<file path="src/rtl/goertzel_bin_scheduler_if.sv">
// Handshake between the bin scheduler (master) and the external Goertzel core (slave).
// The core gets a start pulse, a clock enable and a coefficient, and returns a done pulse with T1/T2.
interface goertzel_bin_scheduler_if #(
    parameter int D_W = 16
);
    logic                  core_start;
    logic                  core_enable;
    logic [D_W-1:0]        core_coeff;
    logic                  core_done;
    logic signed [D_W-1:0] core_T1;
    logic signed [D_W-1:0] core_T2;

    modport master (
        output core_start,
        output core_enable,
        output core_coeff,
        input  core_done,
        input  core_T1,
        input  core_T2
    );

    modport slave (
        input  core_start,
        input  core_enable,
        input  core_coeff,
        output core_done,
        output core_T1,
        output core_T2
    );
endinterface

</file>
<file path="src/rtl/goertzel_bin_scheduler.sv">
// Sweeps a Goertzel core over the enabled frequency bins, one coefficient per bin,
// capturing each bin's T1/T2 result and flagging a core that never answers.
module goertzel_bin_scheduler #(
    parameter int D_W     = 16,
    parameter int N_BINS  = 8,
    parameter int TIMEOUT = 2047,
    localparam int BIN_W  = (N_BINS > 1) ? $clog2(N_BINS) : 1
) (
    input  logic                     sys_clk,
    input  logic                     rst_n,
    input  logic                     coeff_wr_en,
    input  logic [BIN_W-1:0]         coeff_wr_addr,
    input  logic [D_W-1:0]           coeff_wr_data,
    input  logic [N_BINS-1:0]        bin_mask,
    input  logic                     sweep_start,
    goertzel_bin_scheduler_if.master core_bus,
    output logic                     res_valid,
    output logic [BIN_W-1:0]         res_bin,
    output logic signed [D_W-1:0]    res_T1,
    output logic signed [D_W-1:0]    res_T2,
    output logic                     busy,
    output logic                     sweep_done,
    output logic                     err_timeout
);
    localparam int CNT_W = $clog2(TIMEOUT + 1);

    typedef enum logic [2:0] {
        IDLE,
        LOAD,
        START,
        WAIT,
        CAPTURE,
        DONE
    } state_t;

    state_t                state_reg;
    logic [BIN_W-1:0]      bin_reg;
    logic [N_BINS-1:0]     mask_reg;
    logic [CNT_W-1:0]      cnt_reg;
    logic [D_W-1:0]        coeff_reg;
    logic [D_W-1:0]        tbl_reg [N_BINS];
    logic [BIN_W-1:0]      res_bin_reg;
    logic signed [D_W-1:0] res_t1_reg;
    logic signed [D_W-1:0] res_t2_reg;
    logic                  start_reg;
    logic                  valid_reg;
    logic                  busy_reg;
    logic                  done_reg;
    logic                  err_reg;

    // Reset must clear every entry, so the table lives in flops rather than block RAM.
    genvar gi;
    generate
        for (gi = 0; gi < N_BINS; gi++) begin : g_tbl
            always_ff @(posedge sys_clk) begin
                if (!rst_n) begin
                    tbl_reg[gi] <= '0;
                end else if (coeff_wr_en && (coeff_wr_addr == BIN_W'(gi))) begin
                    tbl_reg[gi] <= coeff_wr_data;
                end
            end
        end
    endgenerate

    always_ff @(posedge sys_clk) begin
        if (!rst_n) begin
            state_reg   <= IDLE;
            bin_reg     <= '0;
            mask_reg    <= '0;
            cnt_reg     <= '0;
            coeff_reg   <= '0;
            res_bin_reg <= '0;
            res_t1_reg  <= '0;
            res_t2_reg  <= '0;
            start_reg   <= 1'b0;
            valid_reg   <= 1'b0;
            busy_reg    <= 1'b0;
            done_reg    <= 1'b0;
            err_reg     <= 1'b0;
        end else begin
            start_reg <= 1'b0;
            valid_reg <= 1'b0;
            done_reg  <= 1'b0;
            case (state_reg)
                IDLE: begin
                    if (sweep_start) begin
                        mask_reg  <= bin_mask;
                        err_reg   <= 1'b0;
                        bin_reg   <= '0;
                        busy_reg  <= 1'b1;
                        state_reg <= LOAD;
                    end
                end
                LOAD: begin
                    if (mask_reg[bin_reg]) begin
                        coeff_reg <= tbl_reg[bin_reg];
                        start_reg <= 1'b1;
                        state_reg <= START;
                    end else begin
                        state_reg <= CAPTURE;
                    end
                end
                START: begin
                    cnt_reg   <= '0;
                    state_reg <= WAIT;
                end
                WAIT: begin
                    // A done arriving in the terminal-count cycle is still accepted.
                    if (core_bus.core_done) begin
                        res_t1_reg  <= core_bus.core_T1;
                        res_t2_reg  <= core_bus.core_T2;
                        res_bin_reg <= bin_reg;
                        valid_reg   <= 1'b1;
                        state_reg   <= CAPTURE;
                    end else begin
                        cnt_reg <= cnt_reg + 1'b1;
                        if (cnt_reg == CNT_W'(TIMEOUT - 1)) begin
                            err_reg   <= 1'b1;
                            done_reg  <= 1'b1;
                            state_reg <= DONE;
                        end
                    end
                end
                CAPTURE: begin
                    if (bin_reg == BIN_W'(N_BINS - 1)) begin
                        done_reg  <= 1'b1;
                        state_reg <= DONE;
                    end else begin
                        bin_reg   <= bin_reg + 1'b1;
                        state_reg <= LOAD;
                    end
                end
                DONE: begin
                    busy_reg  <= 1'b0;
                    state_reg <= IDLE;
                end
                default: begin
                    busy_reg  <= 1'b0;
                    state_reg <= IDLE;
                end
            endcase
        end
    end

    assign core_bus.core_start  = start_reg;
    assign core_bus.core_enable = busy_reg;
    assign core_bus.core_coeff  = coeff_reg;
    assign res_valid            = valid_reg;
    assign res_bin              = res_bin_reg;
    assign res_T1               = res_t1_reg;
    assign res_T2               = res_t2_reg;
    assign busy                 = busy_reg;
    assign sweep_done           = done_reg;
    assign err_timeout          = err_reg;
endmodule

</file>
<file path="src/flat_wrapper.sv">
// flat-port wrapper written by rule: the top's interface ports become plain ports
module goertzel_bin_scheduler_flat 
#(
    parameter int D_W     = 16,
    parameter int N_BINS  = 8,
    parameter int TIMEOUT = 2047,
    localparam int BIN_W  = (N_BINS > 1) ? $clog2(N_BINS) : 1
)
  (sys_clk, rst_n, coeff_wr_en, coeff_wr_addr, coeff_wr_data, bin_mask, sweep_start, res_valid, res_bin, res_T1, res_T2, busy, sweep_done, err_timeout, core_bus_core_start, core_bus_core_enable, core_bus_core_coeff, core_bus_core_done, core_bus_core_T1, core_bus_core_T2);
  goertzel_bin_scheduler_if #(.D_W(D_W)) core_bus_i ();
  input  logic sys_clk;
  input  logic rst_n;
  input  logic coeff_wr_en;
  input  logic [BIN_W-1:0] coeff_wr_addr;
  input  logic [D_W-1:0] coeff_wr_data;
  input  logic [N_BINS-1:0] bin_mask;
  input  logic sweep_start;
  output logic res_valid;
  output logic [BIN_W-1:0] res_bin;
  output logic signed [D_W-1:0] res_T1;
  output logic signed [D_W-1:0] res_T2;
  output logic busy;
  output logic sweep_done;
  output logic err_timeout;
  output wire logic [$bits(core_bus_i.core_start)-1:0] core_bus_core_start;
  output wire logic [$bits(core_bus_i.core_enable)-1:0] core_bus_core_enable;
  output wire logic [$bits(core_bus_i.core_coeff)-1:0] core_bus_core_coeff;
  input wire logic [$bits(core_bus_i.core_done)-1:0] core_bus_core_done;
  input wire logic [$bits(core_bus_i.core_T1)-1:0] core_bus_core_T1;
  input wire logic [$bits(core_bus_i.core_T2)-1:0] core_bus_core_T2;
  assign core_bus_core_start = core_bus_i.core_start;
  assign core_bus_core_enable = core_bus_i.core_enable;
  assign core_bus_core_coeff = core_bus_i.core_coeff;
  assign core_bus_i.core_done = core_bus_core_done;
  assign core_bus_i.core_T1 = core_bus_core_T1;
  assign core_bus_i.core_T2 = core_bus_core_T2;
  goertzel_bin_scheduler #(.D_W(D_W), .N_BINS(N_BINS), .TIMEOUT(TIMEOUT)) u_core (.sys_clk(sys_clk), .rst_n(rst_n), .coeff_wr_en(coeff_wr_en), .coeff_wr_addr(coeff_wr_addr), .coeff_wr_data(coeff_wr_data), .bin_mask(bin_mask), .sweep_start(sweep_start), .core_bus(core_bus_i), .res_valid(res_valid), .res_bin(res_bin), .res_T1(res_T1), .res_T2(res_T2), .busy(busy), .sweep_done(sweep_done), .err_timeout(err_timeout));
endmodule
</file>
<file path="config.mk">
export PLATFORM = sky130hd
export DESIGN_NAME = goertzel_bin_scheduler_flat
export DESIGN_NICKNAME = d
export VERILOG_FILES = /design/src/rtl/goertzel_bin_scheduler_if.sv /design/src/rtl/goertzel_bin_scheduler.sv /design/src/flat_wrapper.sv
export SDC_FILE = /design/constraint.sdc
export NUM_CORES = 1
export LEC_CHECK = 0
export ABC_AREA = 0
export CAP_MARGIN = 15
export CORE_ASPECT_RATIO = 1.75
export CORE_MARGIN = 2
export CORE_UTILIZATION = 40
export CTS_CLUSTER_SIZE = 24
export DETAILED_ROUTE_END_ITERATION = 10
export GPL_TIMING_DRIVEN = 1
export PLACE_DENSITY_LB_ADDON = 0.12
export SLEW_MARGIN = 30
export SYNTH_ARGS = -nofsm -noshare
export SYNTH_HDL_FRONTEND = slang
export SYNTH_SLANG_ARGS = --single-unit
</file>
<file path="constraint.sdc">
create_clock -name sys_clk -period 2.45 [get_ports sys_clk]
set_clock_uncertainty 0.15 [all_clocks]
set_input_delay 0.3675 -clock sys_clk [delete_from_list [all_inputs] [get_ports sys_clk]]
set_output_delay 0.3675 -clock sys_clk [all_outputs]
set_load 0.03 [all_outputs]
</file>
==> metrics.md <==
| Metric | Value |
|---|---|
| Status | finished, final reports clean |
| R2r setup slk | 0.23 ns |
| Clock buffer depth | 3 |
| Post-route DRC | 0 |
| Top cell family by delay on the critical path | simple AND/OR/NAND/NOR gates |
| Die ar. | between 20000 and 25000 um^2 |
| Crit-path cells | mux2i_1 > a221o_1 > nor3b_4 > buf_12 > mux2i_1 |
| Setup slack at placement | -0.03930 ns |
| Synth warn | 0 |
| Critical path arrival | 2.50 ns |
| Average size of a mapped cell | 11.89 um^2 |
| First-pass GRT wire length | 34580 um |
| Worst-path maximum fanout | 10 |
| Worst reg2reg startpoint | u_core.bin_reg[0] |
| Top FF cell, synth | edfxtp_1 |
| R2R Path End | u_core.core_bus.core_coeff[6] |
| CTS Root Buffer Type | clkbuf_16 |
| Max_slew headroom | 49.53% |
| Gr usage total | 18.04% |
| Worst stage delay on the critical path | around 0.60 ns |
| Power Dens Cells | roughly 670 nW/um^2 |
| Die height | 203.8 um |
| Initial core utilization | 40.46% |
| Synth area leader | edfxtp_1 |
| Synth Net Count | 836 |
| CTS tree | built |
| Max-slew violations | 0 |
| Die W | 118.2 um |
| Drt initial violations | 255 |
| Hold Path Class | input pin to register |
| Max FFs per register | 128 |
| Crit path depth | 5 |
| Largest cells by area after synthesis | edfxtp_1 42%, dfxtp_1 18%, and2_1 9.0% |
| Placer Congestion | ~0.77 |
| Hold Vio Cnt, Final | 0 |
| Most common cell on crit path | mux2i_1 |
| Max-Cap Viols | 0 |
| Final min period | 2.224 ns |
| Buf/Inv on CP | 1 |
| Worst-Margin Slew | 0.7562 ns |
| H-tree Lvls | 1 |
| Layout cell share with drive strength beyond 1 | 10.69% |
| Worst path slowest cell | nor3b_4 |
| Final period util | 90.76% |
| Async SR Flop Fraction | 0% |
| Min-Delay Endpoint | u_core.res_T1[4] |
| Post-DP Area | 10790 um^2 |
| Top cell types by occurrence after synthesis | 132 x and2_1, 128 x edfxtp_1, 118 x nand2_1 |
| Setup CP Type | register to register |
| Detailed Routing Iterations Pass 1 | 4 |
| Worst vdd ir | a little under 0.0004 V |
| Cts repair resizes | 1 |
| Critical Path End Type | register |
| Final Worst Setup Slack | 0.2263 ns |
| Final setup fails | 0 |
| Nets@finish | approximately 960 |
| Hold_buf cts | 0 |
| Port-buffer cells | between 100 and 150 |
| Max Clock Freq | 449.7 MHz |
| Critical Path Start Type | register |
| Routed len/inst | 17.83 um |
| CTS Sinks | approximately 210 |
| # rows | 73 |
| Worst-Skew Late Latency | 0.50 ns |
| Initial antenna violation count | 0 |
| Via-per-instance ratio | slightly above 5 |
| Vias in the first global route | 6548 |
| Post-synth EDFFs | 128 |
| Total grt overflow | 0 |
| Cells after synthesis | 768 |
| Core ar. | 22560 um^2 |
| #FFs+latches synth | 209 |
| Hold Path Stages | 3 |
| Vias | 6090 |
| Worst setup path startpoint | u_core.bin_reg[0] |
| Leakage | 3.787 nW |
| Unique masters post-synth | 43 |
| Worst R2R Path Depth | 5 |
| Post-DP HPWL | around 15000 um |
| RSZ-0062 raised after global routing | false |
| Most numerous cell in the Yosys netlist | and2_1 |
| Clk slew on worst S/H paths | 0.06 ns |
| Hold Crit Start | core_bus_core_T1[4] |
| Sequential share of the synthesized area | between 50% and 60% |
| Area grow syn2layout | 25.60% |
| Data required time of the worst path | 2.73 ns |
| Postcts setup bufs | 0 |
| DRT Wirelength | 21520 um |
| Area share of the largest cell type after synthesis | 42.11% |
| Antenna viol nets, final | 0 |
| Ant. Diodes | 0 |
| Largest net degree at the start of global routing | 57 |
| Io pins | 121 |
| Final instance area | 11470 um^2 |
| Cell Area, Synth | between 9000 and 10000 um^2 |
| TritonCTS buffer count | 20 |
[worst reg2reg max path, delay by kind of cell, from the launching register on]
| family | cells | cell delay, ns |
|---|---|---|
| AND/OR/NAND/NOR | 1 | 0.60 |
| flip-flops | 1 | 0.47 |
| AO/OA/AOI/OAI | 1 | 0.38 |
| multiplexers | 2 | 0.33 |
| buffers and inverters | 1 | 0.23 |
[cell type report]
type,count,area [um^2]
fillers,2036,11090
flip-flops and latches,209,5466
multi-input cells,504,3447
repair buffers,155,1496
clock buffers,24,536.8
well taps,300,375.4
clock inverters,11,128.9
inverters,4,15.01
[routing by layer]
metal  wire, um  share of wire (%)  GRT usage, %
met5          0                  0             0
met1       8401                 39         19.78
met3        961                4.5         2.958
met4        544                2.5         6.153
met2      11610                 54         34.70
[worst max-delay path by stage]
stage | endpoint | slack (ns)
after floorplan | u_core.tbl_reg[0][0] | 0.08
after global placement | u_core.tbl_reg[5][8] | -0.02
after detailed placement | u_core.core_bus.core_coeff[6] | -0.04
after CTS | u_core.core_bus.core_coeff[6] | 0.16
after global routing | u_core.core_bus.core_coeff[8] | 0.1
final | u_core.core_bus.core_coeff[6] | 0.23
[logic make-up (layout without fill, tap and decap cells)]
group	count (synthesis)	in the layout	synth area share [%]
AO/OA/AOI/OAI	115	115	8.813
XOR/XNOR	4	4	0.3838
adder cells (fa/ha/maj)	4	4	0.5483
buffers and inverters	55	194	2.769
flip-flops	209	209	59.87
multiplexers	68	68	9.677
AND/OR/NAND/NOR	313	313	17.94
[through the flow]
| step | instances | hold WS, ns | power [mW] | utilization, % | setup TNS, ns |
|---|---|---|---|---|---|
| 2_1_floorplan | 768 | 0.2900 | 4.273 | - | 0 |
| 3_3_place_gp | 1172 | 0.2986 | 4.533 | 47.79 | -0.2336 |
| 3_5_place_dp | 1172 | 0.2991 | 4.555 | 47.83 | -0.3495 |
| 4_1_cts | 1207 | 0.2665 | 7.738 | 50.81 | 0 |
| 5_1_grt | 1207 | 0.2902 | 7.918 | 50.82 | 0 |
| 6_report | 1207 | 0.2827 | 7.644 | 50.82 | 0 |
[cells in the final DEF (no fill, tap or decap), types with 2 or more instances in the layout]
cell type          n
and2_1           132
edfxtp_1         128
clkdlybuf4s50_1  119
nand2_1          118
dfxtp_1           80
a21boi_0          51
mux2i_1           50
buf_4             32
clkbuf_16         21
a22oi_1           17
mux4_2            16
o211ai_1          16
o21ai_0           12
nand3_1            8
nor2_1             8
nand2b_1           7
o21ai_1            7
nor2b_1            7
nor2_2             6
a21oi_1            6
nor3_1             5
or3_1              5
inv_1              4
ha_1               4
nor4_1             3
xnor2_1            3
clkbuf_1           3
clkinv_1           3
bufinv_16          3
buf_12             3
o31ai_2            2
nand3b_1           2
mux2_2             2
nand4_1            2
or4b_2             2
and3_1             2
clkinvlp_2         2
clkinv_2           2
[power by group]
part	internal (mW)	leakage (nW)	switching (mW)
clock network	1.87	0.318	1.30
registers	3.89	1.89	0.0549
logic	0.252	1.58	0.272
total	6.02	3.79	1.63
Power figures use the tool's default switching activity.
